==> config.mk <==
export PLATFORM = sky130hd
export DESIGN_NAME = cnn_axi_write_slave
export DESIGN_NICKNAME = d
export VERILOG_FILES = /design/src/rtl/cnn_axi_write_slave.sv
export SDC_FILE = /design/constraint.sdc
export NUM_CORES = 1
export LEC_CHECK = 0
export ABC_CLOCK_PERIOD_IN_PS = 3260
export BUFFER_PORTS_ARGS = -buffer_cell sky130_fd_sc_hd__buf_2
export CELL_PAD_IN_SITES_DETAIL_PLACEMENT = 1
export CELL_PAD_IN_SITES_GLOBAL_PLACEMENT = 2
export CORE_ASPECT_RATIO = 1.1
export CORE_MARGIN = 2
export CORE_UTILIZATION = 33
export CTS_BUF_LIST = sky130_fd_sc_hd__clkbuf_2
export CTS_CLUSTER_SIZE = 25
export DETAILED_ROUTE_END_ITERATION = 6
export GPL_TIMING_DRIVEN = 0
export PLACE_DENSITY_LB_ADDON = 0.1
export SLEW_MARGIN = 15
export SYNTH_ARGS = -nofsm -noshare
export SYNTH_HDL_FRONTEND = slang
export SYNTH_SLANG_ARGS = --single-unit
==> constraint.sdc <==
create_clock -name clk -period 3.26 [get_ports clk]
set_input_delay 0.163 -clock clk [delete_from_list [all_inputs] [get_ports clk]]
set_output_delay 0.163 -clock clk [all_outputs]
set_load 0.05 [all_outputs]
==> src/rtl/cnn_axi_write_slave.sv <==
// AXI4 write-channel slave for the CNN accelerator window.
// Each accepted W beat becomes one registered ctrl_* pulse; one transaction is outstanding at a time.
module cnn_axi_write_slave #(
    parameter int ID_WIDTH = 4
) (
    input  logic                clk,
    input  logic                rst,
    input  logic [ID_WIDTH-1:0] AWID,
    input  logic [31:0]         AWADDR,
    input  logic [7:0]          AWLEN,
    input  logic [2:0]          AWSIZE,
    input  logic [1:0]          AWBURST,
    input  logic                AWVALID,
    output logic                AWREADY,
    input  logic [31:0]         WDATA,
    input  logic [3:0]          WSTRB,
    input  logic                WLAST,
    input  logic                WVALID,
    output logic                WREADY,
    output logic [ID_WIDTH-1:0] BID,
    output logic [1:0]          BRESP,
    output logic                BVALID,
    input  logic                BREADY,
    output logic [31:0]         ctrl_awaddr,
    output logic                ctrl_awvalid,
    output logic [31:0]         ctrl_wdata,
    output logic                ctrl_wvalid
);

    typedef enum logic [1:0] {
        IDLE = 2'd0,
        DATA = 2'd1,
        RESP = 2'd2
    } state_t;

    state_t              r_state;
    state_t              w_nextState;

    logic                r_live;
    logic [ID_WIDTH-1:0] r_awid;
    logic [31:0]         r_awaddr;
    logic [7:0]          r_awlen;
    logic [1:0]          r_awburst;
    logic [8:0]          r_beatCnt;
    logic                r_err;

    logic [31:0]         r_ctrlAddr;
    logic [31:0]         r_ctrlData;
    logic                r_ctrlValid;

    logic                w_awHs;
    logic                w_wHs;
    logic                w_lastBeat;
    logic                w_awErr;
    logic                w_beatErr;
    logic [31:0]         w_beatAddr;

    assign w_awHs     = AWVALID && AWREADY;
    assign w_wHs      = WVALID && WREADY;
    assign w_lastBeat = (r_beatCnt == {1'b0, r_awlen});
    assign w_awErr    = (AWSIZE != 3'b010) || AWBURST[1];
    assign w_beatErr  = (WSTRB != 4'hF) || (WLAST != w_lastBeat);
    assign w_beatAddr = (r_awburst == 2'b00) ? r_awaddr
                                             : r_awaddr + {21'd0, r_beatCnt, 2'b00};

    always_ff @(posedge clk or negedge rst) begin
        if (!rst) begin
            r_state <= IDLE;
        end else begin
            r_state <= w_nextState;
        end
    end

    always_comb begin
        w_nextState = r_state;
        case (r_state)
            IDLE:    if (w_awHs)                w_nextState = DATA;
            DATA:    if (w_wHs && w_lastBeat)   w_nextState = RESP;
            RESP:    if (BREADY)                w_nextState = IDLE;
            default:                            w_nextState = IDLE;
        endcase
    end

    // r_live keeps AWREADY low while reset is held and for the edge that releases it
    always_comb begin
        AWREADY = 1'b0;
        WREADY  = 1'b0;
        BVALID  = 1'b0;
        case (r_state)
            IDLE:    AWREADY = r_live;
            DATA:    WREADY  = 1'b1;
            RESP:    BVALID  = 1'b1;
            default: ;
        endcase
    end

    always_ff @(posedge clk or negedge rst) begin
        if (!rst) begin
            r_live    <= 1'b0;
            r_awid    <= '0;
            r_awaddr  <= '0;
            r_awlen   <= '0;
            r_awburst <= '0;
            r_beatCnt <= '0;
            r_err     <= 1'b0;
        end else begin
            r_live <= 1'b1;
            if (w_awHs) begin
                r_awid    <= AWID;
                r_awaddr  <= AWADDR;
                r_awlen   <= AWLEN;
                r_awburst <= AWBURST;
                r_beatCnt <= '0;
                r_err     <= w_awErr;
            end else if (w_wHs) begin
                r_beatCnt <= r_beatCnt + 9'd1;
                r_err     <= r_err | w_beatErr;
            end
        end
    end

    // Erroneous beats are forwarded unchanged; the error only shows up in BRESP
    always_ff @(posedge clk or negedge rst) begin
        if (!rst) begin
            r_ctrlValid <= 1'b0;
            r_ctrlAddr  <= '0;
            r_ctrlData  <= '0;
        end else begin
            r_ctrlValid <= w_wHs;
            if (w_wHs) begin
                r_ctrlAddr <= w_beatAddr;
                r_ctrlData <= WDATA;
            end
        end
    end

    assign BID          = r_awid;
    assign BRESP        = r_err ? 2'b10 : 2'b00;
    assign ctrl_awaddr  = r_ctrlAddr;
    assign ctrl_wdata   = r_ctrlData;
    assign ctrl_awvalid = r_ctrlValid;
    assign ctrl_wvalid  = r_ctrlValid;

endmodule

==> impl_metrics.py, run 1 <==
metrics = {
    "drt": {
        "drt_iter0_markers": 125,
        "drt-vias-per-instance": 4.670,
        "dr.pass1.iters": 4,
        "drc_errors": 0,
        "routed_wl_um": 16600,
        "drt.antenna.violating_nets": 0,
        "num_vias": 5006,
        "post_drt_wl_per_cell_um": 15.49,
    },
    "sta": {
        "period_minus_slack_ns": 3.033,
        "tightest_slew_ns": 0.7974,
        "fmaxAchievable_mhz": 329.8,
        "finalMaxSlewViolations": 0,
        "max_slew_margin_pct": 46.84,
        "hold_viol": 0,
        "setup_slack_ns": 0.2274,
        "fin_skew_ns": 0.01959,
        "fin_tns_setup_ns": 0,
        "rsz0062_at_grt": "false",
        "setup_violations": 0,
        "min_period_over_period_pct": 93.02,
    },
    "clocking": {
        "postCtsSetupRepairBufs": 0,
        "clkTransAtPathRegs_ns": 0.18,
        "clkSinkCount": 124,
        "clock_latency_ns": 0.68,
        "numCtsBuffers": 17,
        "cts_root_buffer": "clkbuf_2",
        "tritoncts": "yes",
        "clock_path_buffers": 2,
        "htreeDepth": 4,
    },
    "worst_hold_path": {
        "hold_class": "in2reg",
        "whs_path_depth": 4,
        "hold_start": "WDATA[31]",
        "min_to": "ctrl_wdata[31]$_DFFE_PN0P_",
    },
    "die": {
        "die_w_um": 129.5,
        "fp-row-count": 50,
        "ios": 166,
        "die-area_um2": 18400,
        "die_h_um": 142.1,
        "core_area_um2": 17020,
        "initial_core_util_pct": 33.60,
    },
    "logic_synthesis": {
        "async_flop_share_pct": 100.0,
        "ys_seq_elements": 124,
        "ys_seq_area_share_pct": 54.27,
        "synth_top_area_share_pct": 54.27,
        "syn_nets": 658,
        "synth_flop_cell": "dfrtp_1",
        "yosysMostFrequentCell": "nand2_1",
        "syn_inst": 556,
        "synth.area.top_cells": "dfrtp_1, nand2_1, mux2_2",
        "synth-edff-count": 0,
        "synth.avg_cell_area_um2": 10.28,
        "synthDistinctLibCells": 53,
        "synth_area_um2": 5718,
        "synth_top_cell_by_area": "dfrtp_1",
        "ys_top_cells_by_count": "nand2_1, dfrtp_1, mux2_2",
        "yosysWarnings": 0,
    },
    "global_route": {
        "grtUsageTotal_pct": 18.94,
        "grt_busiest_layer": "met2",
        "grt_use_met2_pct": 33.16,
        "antenna_found_initial": 0,
        "grt_first_pass_wirelength_um": 26880,
        "gr-total-overflow": 0,
        "grt.met3_usage_pct": 3.684,
        "grt_use_met1_pct": 23.28,
        "grt_max_degree": 65,
        "grt_pass1_vias": 5299,
    },
    "power_and_ir_drop": {
        "p_leak_nw": 3.831,
        "ir_drop_mv": 0.4518,
        "p_per_area_nw_per_um2": 941.6,
    },
    "worst_setup_path": {
        "path_class": "reg2reg",
        "cp_max_fo": 10,
        "critPathArrivalTime_ns": 3.65,
        "r2r-start": "r_state[0]$_DFFE_PN0P_",
        "ff2ff_path_depth": 8,
        "crit_required_ns": 3.87,
        "r2r-end": "r_err$_DFFE_PN0P_",
        "r2r_slack_ns": 0.23,
        "endpoint_kind": "register",
        "start_kind": "register",
    },
    "place": {
        "pre_cts_ws_ns": 0.5927,
        "port_buffers": 164,
        "dp_hpwl_um": 11760,
        "place.gp.congestion": 0.7209,
    },
    "run": {
        "maxCapViolCount": 0,
    },
    "cells_and_area": {
        "antennaDiodeCount": 0,
        "fillers": 2001,
        "drive_above_1_share_pct": 30.91,
        "final_nets": 928,
        "synthToLayoutAreaGrowth_pct": 38.60,
    },
    "run_status": {
        "status": "complete, no violations",
    },
}
layout by cell type (no fill, tap or decap), types with 3 or more instances in the layout:
cell type        n
and3_1           6
buf_2          170
mux2_2          41
xnor2_1         26
xor2_1          15
a31oi_1          4
nand3_1          9
a21oi_1         14
nor2_1          22
inv_1           11
a21oi_2          3
clkinv_2         7
buf_4            3
clkbuf_1        16
buf_1            3
dfrtp_1        124
o21ai_1         12
o21ai_0         19
dlygate4sd3_1   85
nand2_1        152
nor2b_1          3
a21o_1           4
ha_1            10
nor4_1           5
clkbuf_2        21
nand4_1         11
flip-flops by register name, summed over array words and instances, names as in the netlist:
register      count
r_awaddr         32
r_awburst         2
r_state           2
r_beatCnt         9
r_err             1
ctrl_wdata       32
BID               4
ctrl_awaddr      32
r_awlen           8
r_live            1
ctrl_awvalid      1
how the worst max path moves through the flow:
| stage | from | to | slack [ns] | cells after the start |
|---|---|---|---|---|
| floorplan | r_state[0]$_DFFE_PN0P_ | BID[3]$_DFFE_PN0P_ | 0.48 | 5 |
| global placement | rst | r_awaddr[16]$_DFFE_PN0P_ | 0.36 | 1 |
| detailed placement | r_beatCnt[0]$_DFFE_PN0P_ | ctrl_awaddr[26]$_DFFE_PN0P_ | 0.59 | 8 |
| CTS | r_state[0]$_DFFE_PN0P_ | r_err$_DFFE_PN0P_ | 0.20 | 8 |
| global route | r_state[0]$_DFFE_PN0P_ | r_err$_DFFE_PN0P_ | 0.03 | 8 |
| finish | r_state[0]$_DFFE_PN0P_ | r_err$_DFFE_PN0P_ | 0.23 | 8 |
per-stage QoR:
step	hold slack [ns]	utilization [%]	instances	power (mW)	instance area (um^2)
2_1_floorplan	-0.1326	-	556	5.553	5718
3_3_place_gp	0.3537	40.15	954	6.510	6832
3_5_place_dp	0.1894	40.35	955	6.637	6865
4_1_cts	0.07694	46.57	1072	7.578	7925
5_1_grt	0.09697	46.57	1072	8.028	7925
6_report	0.1960	46.57	1072	7.462	7925
area by class of cell:
class	instances	area, um^2	share of cell area [%]
buffer	29	128.9	1.626
clock buffer	21	105.1	1.326
clock inverter	10	76.32	0.9631
inverter	11	41.29	0.5210
multi-input combinational	392	2445	30.85
sequential	124	3103	39.15
tap	234	292.8	3.694
timing repair buffer	251	1733	21.87
report_power, final:
| part | switching [mW] | internal, mW |
|---|---|---|
| Clock | 0.559 | 0.270 |
| Combinational | 2.67 | 1.25 |
| Sequential | 0.503 | 2.20 |
| Total | 3.74 | 3.73 |
metal layers:
layer  wire [um]  vias up
met5           0        -
met4         248        0
met3         718       17
met2        8367      123
met1        7268     2465
li1            -     2401
critical path: stages, from the launching register on:
cell and delay [ns]:
dfrtp_1 0.43, nor3b_1 0.23, and2_1 0.15, clkbuf_1 0.36, clkbuf_1 0.44, o41ai_1 0.16
dlygate4sd3_1 0.58, o21ai_0 0.06, dlygate4sd3_1 0.56
cell families (layout without fill, tap and decap cells):
family | count (synthesis) | in the layout | synth area share, %
other | 2 | 2 | 0.1313
adders and majority gates | 11 | 11 | 2.538
muxes | 41 | 41 | 8.074
and+or+nand+nor | 227 | 227 | 17.55
buffers and inverters | 40 | 322 | 2.976
xor gates and xnor gates | 41 | 41 | 6.280
DFF | 124 | 124 | 54.27
AOI/OAI and AO/OA | 70 | 70 | 8.184
what timing repair did:
action,in CTS,in global routing
hold buffers,86,0
setup endpoints to repair,0,0
endpoints found under the hold margin,205,0
resized for setup,0,0
(Power assumes the default switching activity.)
==> run 2: changes to the inputs <==
Settings changed: ABC_AREA set to 1, CORE_MARGIN 2 to not set, CORE_UTILIZATION 33 to 31.
==> impl_metrics.py, run 2 <==
metrics = {
    "run_status": {
        "status": "complete, no violations",
    },
    "cells_and_area": {
        "synthToLayoutAreaGrowth_pct": 39.40,
        "final_core_util_pct": 44.54,
        "multi_input_area_um2": 2641,
        "final_cell_mix": "nand2_1, buf_2, dfrtp_1",
        "final_cells": 1336,
        "ff_latch_area_um2": 3103,
        "fin_area_um2": 8566,
        "drive_above_1_share_pct": 23.37,
        "final_nets": 1176,
        "final_common_cell": "nand2_1",
        "fillers": 2438,
    },
    "clocking": {
        "clock_latency_ns": 0.72,
        "tritoncts": "yes",
        "clkTransAtPathRegs_ns": 0.25,
        "clock_path_buffers": 2,
        "cts_root_buffer": "clkbuf_2",
        "htreeDepth": 4,
        "numCtsBuffers": 17,
        "clkSinkCount": 124,
    },
    "drt": {
        "post_drt_wl_per_cell_um": 15.38,
        "num_vias": 6176,
        "drc_errors": 0,
        "drt_iter0_markers": 205,
        "dr.pass1.iters": 4,
        "drt.antenna.violating_nets": 0,
        "drt-vias-per-instance": 4.623,
        "routed_wl_um": 20550,
    },
    "worst_setup_path": {
        "r2r-start": "r_state[1]$_DFFE_PN0P_",
        "critPathArrivalTime_ns": 3.73,
        "cp_max_fo": 4,
        "start_kind": "register",
        "ff2ff_path_depth": 9,
        "r2r-end": "r_err$_DFFE_PN0P_",
        "path_class": "reg2reg",
        "timing.critical_path.to": "r_err$_DFFE_PN0P_",
        "startpoint": "r_state[1]$_DFFE_PN0P_",
        "endpoint_kind": "register",
        "r2r_slack_ns": 0.16,
        "crit_required_ns": 3.89,
    },
    "sta": {
        "min_period_over_period_pct": 95.04,
        "fmaxAchievable_mhz": 322.8,
        "period_minus_slack_ns": 3.098,
        "fin_tns_setup_ns": 0,
        "tightest_slew_ns": 0.7418,
        "max_slew_margin_pct": 50.55,
        "rsz0062_at_grt": "false",
        "fin_skew_ns": 0.03303,
        "finalMaxSlewViolations": 0,
        "hold_viol": 0,
        "setup_violations": 0,
    },
    "power_and_ir_drop": {
        "power.total_mw": 7.616,
        "p_per_area_nw_per_um2": 889.1,
        "ir_drop_mv": 0.4985,
        "p_leak_nw": 4.606,
    },
    "global_route": {
        "grt_pass1_vias": 6431,
        "grtUsageTotal_pct": 21.38,
        "gr-total-overflow": 0,
        "grt_max_degree": 86,
        "antenna_found_initial": 2,
        "grt_first_pass_wirelength_um": 33110,
    },
    "logic_synthesis": {
        "yosysWarnings": 0,
        "synth.avg_cell_area_um2": 7.778,
        "syn_nets": 892,
        "synth_top_area_share_pct": 50.50,
        "yosysMostFrequentCell": "nand2_1",
        "synth-edff-count": 0,
        "synth_area_um2": 6145,
        "synth_top_cell_by_area": "dfrtp_1",
        "ys_seq_elements": 124,
        "ys_top_cells_by_count": "nand2_1, dfrtp_1, inv_1",
        "synth_flop_cell": "dfrtp_1",
        "async_flop_share_pct": 100.0,
        "ys_seq_area_share_pct": 50.50,
        "synth.area.top_cells": "dfrtp_1, nand2_1, nand3_1",
        "synthDistinctLibCells": 35,
        "syn_inst": 790,
    },
    "die": {
        "die-area_um2": 20390,
        "initial_core_util_pct": 31.95,
        "ios": 166,
        "core_area_um2": 19230,
        "fp-row-count": 53,
        "die_h_um": 149.7,
        "die_w_um": 136.2,
    },
    "place": {
        "dp_hpwl_um": 14410,
        "place_area_um2": 7312,
        "port_buffers": 164,
        "place.gp.congestion": 0.7975,
        "placedCellCount": 1202,
    },
    "worst_hold_path": {
        "whs_path_depth": 4,
        "hold_class": "in2reg",
    },
    "run": {
        "maxCapViolCount": 0,
    },
}
run 2: cell types whose count changed in the layout (fill, tap and decap cells not counted), moves of 7 or more:
cell	delta
buf_2	+9
o21ai_0	+7
mux2_2	-41
xor2_1	-9
xnor2_1	-20
nand2_1	+203
inv_2	+10
nand3_1	+42
inv_1	+47
clkinv_2	-7
clkbuf_1	-7
dlygate4sd3_1	+12
run 2: area by class of cell:
| class | count | share of cell area, % |
|---|---|---|
| antenna | 2 | 0.05843 |
| buffer | 29 | 1.680 |
| inverter | 69 | 3.024 |
| clock inverter | 15 | 1.811 |
| clock buffer | 17 | 0.9933 |
| sequential | 124 | 36.23 |
| timing repair buffer | 265 | 21.76 |
| tap | 247 | 3.608 |
| multi-input combinational | 568 | 30.84 |
run 2: routing by layer:
metal  track usage (%)  vias up  share of wire, %
met4             5.889        0               1.2
met3             4.438       20               4.3
li1                  -     3050                 -
met2             37.56      135                51
met5                 0        -                 0
met1             26.23     2971                44
run 2: repair_timing:
| action | in CTS | in global routing |
|---|---|---|
| endpoints found under the hold margin | 213 | 0 |
| hold buffers | 98 | 0 |
| gates resized for setup | 0 | 1 |
| setup endpoints to repair | 0 | 1 |
| setup buffers | 0 | 2 |
run 2: how the worst min path moves through the flow:
stage,startpoint,end
floorplan,rst,BID[0]$_DFFE_PN0P_
global placement,WDATA[30],ctrl_wdata[30]$_DFFE_PN0P_
detailed placement,rst,ctrl_wdata[3]$_DFFE_PN0P_
CTS,WDATA[5],ctrl_wdata[5]$_DFFE_PN0P_
global route,WDATA[9],ctrl_wdata[9]$_DFFE_PN0P_
finish,WDATA[9],ctrl_wdata[9]$_DFFE_PN0P_
run 2: metrics by stage:
stage	setup WS, ns	hold slack, ns
6_report	0.1617	0.1325
5_1_grt	0.03628	0.05527
4_1_cts	0.03530	0.03120
3_5_place_dp	1.106	0.07082
3_3_place_gp	0.1682	0.3576
2_1_floorplan	1.261	-0.1326
run 2: critical path, cell delays in order (launching register included):
cell and delay [ns]:
dfrtp_1 0.47, nor3b_2 0.26, nand2_2 0.13, nor2_1 0.25, a31oi_1 0.12, dlygate4sd3_1 0.58, nand2_1 0.07, dlygate4sd3_1 0.54
nand2_1 0.05, dlygate4sd3_1 0.55
run 2: kinds of logic after synthesis:
group / count (synthesis) / share of synthesized area, %
AOI/OAI and AO/OA: 68 / 5.966
xor gates and xnor gates: 12 / 1.710
adders and majority gates: 11 / 2.362
buffers and inverters: 98 / 6.557
DFF: 124 / 50.50
other: 2 / 0.1222
and+or+nand+nor: 475 / 32.78
run 2: power breakdown:
part	leakage (nW)	internal, mW	switching, mW	total (mW)
clock network	0.140	0.304	0.705	1.01
logic	2.93	1.11	2.81	3.92
registers	1.54	2.18	0.505	2.69
==> run 3: changes to the inputs <==
Settings changed: PLACE_DENSITY set to 0.91, PLACE_DENSITY_LB_ADDON 0.1 to not set.
==> impl_metrics.py, run 3 (same netlist as run 2, synthesis figures left out) <==
metrics = {
    "drt": {
        "routed_wl_um": 20570,
        "drt.antenna.violating_nets": 0,
        "drc_errors": 0,
        "drt-vias-per-instance": 4.665,
        "num_vias": 6167,
        "drt_iter0_markers": 236,
        "post_drt_wl_per_cell_um": 15.56,
        "dr.pass1.iters": 5,
    },
    "worst_hold_path": {
        "hold_class": "in2reg",
        "hold_start": "WDATA[16]",
        "whs_path_depth": 4,
        "min_to": "ctrl_wdata[16]$_DFFE_PN0P_",
    },
    "global_route": {
        "gr-total-overflow": 0,
        "grt_first_pass_wirelength_um": 33400,
        "antenna_found_initial": 1,
        "grt_pass1_vias": 6784,
        "grt_max_degree": 82,
        "grtUsageTotal_pct": 21.40,
    },
    "sta": {
        "fmaxAchievable_mhz": 321.6,
        "period_minus_slack_ns": 3.109,
        "finalMaxSlewViolations": 0,
        "hold_viol": 0,
        "max_slew_margin_pct": 56.72,
        "fin_skew_ns": 0.04577,
        "fin_tns_setup_ns": 0,
        "setup_violations": 0,
        "min_period_over_period_pct": 95.38,
        "rsz0062_at_grt": "false",
        "tightest_slew_ns": 0.6491,
    },
    "die": {
        "die_w_um": 136.2,
        "ios": 166,
        "die_h_um": 149.7,
        "die-area_um2": 20390,
        "fp-row-count": 53,
        "core_area_um2": 19230,
        "initial_core_util_pct": 31.95,
    },
    "clocking": {
        "clkSinkCount": 124,
        "clkTransAtPathRegs_ns": 0.23,
        "clock_latency_ns": 0.71,
        "htreeDepth": 4,
        "tritoncts": "yes",
        "numCtsBuffers": 17,
        "clock_path_buffers": 2,
        "cts_root_buffer": "clkbuf_2",
    },
    "worst_setup_path": {
        "crit_required_ns": 3.90,
        "ff2ff_path_depth": 10,
        "r2r-start": "r_state[1]$_DFFE_PN0P_",
        "r2r-end": "r_err$_DFFE_PN0P_",
        "path_class": "reg2reg",
        "critPathArrivalTime_ns": 3.75,
        "start_kind": "register",
        "endpoint_kind": "register",
        "r2r_slack_ns": 0.15,
        "cp_max_fo": 7,
    },
    "power_and_ir_drop": {
        "ir_drop_mv": 0.5746,
        "power.total_mw": 7.562,
        "p_leak_nw": 4.550,
        "comb_power_share_pct": 51.1,
        "pwr-share-clk_pct": 13.1,
        "p_int_mw": 3.595,
        "p_sw_mw": 3.967,
        "p_sw_share_pct": 52.46,
        "p_per_area_nw_per_um2": 893.6,
        "p_seq_share_pct": 35.9,
    },
    "place": {
        "dp_hpwl_um": 14240,
        "place.gp.congestion": 0.7942,
        "placedCellCount": 1202,
        "port_buffers": 164,
    },
    "cells_and_area": {
        "synthToLayoutAreaGrowth_pct": 37.73,
        "final_cell_mix": "nand2_1, buf_2, dfrtp_1",
        "final_common_cell": "nand2_1",
        "fillers": 2453,
        "final_nets": 1164,
        "final_cells": 1322,
        "final_core_util_pct": 44.01,
        "drive_above_1_share_pct": 23.65,
    },
    "run": {
        "maxCapViolCount": 0,
    },
    "run_status": {
        "status": "complete, no violations",
    },
}
==> run 3: cell count changes in the layout (fill, tap and decap cells not counted), sizes merged <==
cell / change
buf: -2
bufinv: +1
clkbuf: +1
clkinvlp: +2
diode: -1
dlygate4sd3: -10
inv: -5
==> run 3: worst max-delay path by stage <==
stage,start,end,slack (ns),cells past startpoint
2_1_floorplan,r_state[1]$_DFFE_PN0P_,r_beatCnt[8]$_DFFE_PN0P_,1.26,7
3_3_place_gp,rst,ctrl_wdata[21]$_DFFE_PN0P_,0.24,1
3_5_place_dp,r_beatCnt[0]$_DFFE_PN0P_,ctrl_awaddr[26]$_DFFE_PN0P_,1.08,10
4_1_cts,r_state[1]$_DFFE_PN0P_,r_err$_DFFE_PN0P_,0.06,9
5_1_grt,r_state[1]$_DFFE_PN0P_,r_err$_DFFE_PN0P_,0.009,10
6_report,r_state[1]$_DFFE_PN0P_,r_err$_DFFE_PN0P_,0.15,10
==> run 3: routing by layer <==
metal | vias up | GRT usage [%] | wire length [um] | share of wire (%)
met5 | - | 0 | 0 | 0
met4 | 0 | 6.167 | 359 | 1.7
met3 | 29 | 4.268 | 772 | 3.8
met2 | 135 | 38.91 | 10570 | 51
met1 | 2976 | 25.16 | 8862 | 43
li1 | 3027 | - | - | -
==> run 3: area by class of cell <==
| class | count | area (um^2) | share of cell area (%) |
|---|---|---|---|
| antenna | 1 | 2.502 | 0.02957 |
| buffer | 29 | 143.9 | 1.700 |
| clock buffer | 18 | 90.09 | 1.064 |
| clock inverter | 13 | 143.9 | 1.700 |
| inverter | 69 | 259.0 | 3.060 |
| multi-input combinational | 568 | 2658 | 31.40 |
| sequential | 124 | 3104 | 36.68 |
| tap | 247 | 309.0 | 3.652 |
| timing repair buffer | 253 | 1753 | 20.71 |
==> run 3: critical path, cell delays in order, from the launching register on <==
cell and delay [ns]:
dfrtp_2 0.49, nor3b_4 0.31, nand2_4 0.15, nand2_2 0.12
inv_1 0.08, a31oi_1 0.14, dlygate4sd3_1 0.57, nand2_1 0.05
dlygate4sd3_1 0.55, nand2_1 0.05, dlygate4sd3_1 0.54
==> run 3: power by group through the flow <==
stage | combinational [mW] | sequential (mW) | clock, mW
6_report | 3.86 | 2.71 | 0.987
5_1_grt | 4.25 | 2.81 | 1.07
4_1_cts | 3.88 | 2.71 | 1.02
3_5_place_dp | 3.76 | 2.74 | 0
3_3_place_gp | 3.67 | 2.72 | 0
2_1_floorplan | 1.51 | 3.89 | 0
==> run 3: repair_timing <==
| action | in CTS | in global routing |
|---|---|---|
| setup endpoints to repair | 0 | 1 |
| hold endpoints to repair | 211 | 0 |
| resized for setup | 0 | 6 |
| setup buffers | 0 | 0 |
| hold buffers | 88 | 0 |
==> run 3: through the flow <==
step | setup WS (ns) | hold WS [ns] | area [um^2]
after floorplan | 1.261 | -0.1326 | 6145
after global placement | 0.2420 | 0.3518 | 7274
after detailed placement | 1.075 | 0.1251 | 7308
after CTS | 0.06484 | 0.08359 | 8441
after global routing | 0.009168 | 0.07661 | 8463
final | 0.1507 | 0.1500 | 8463
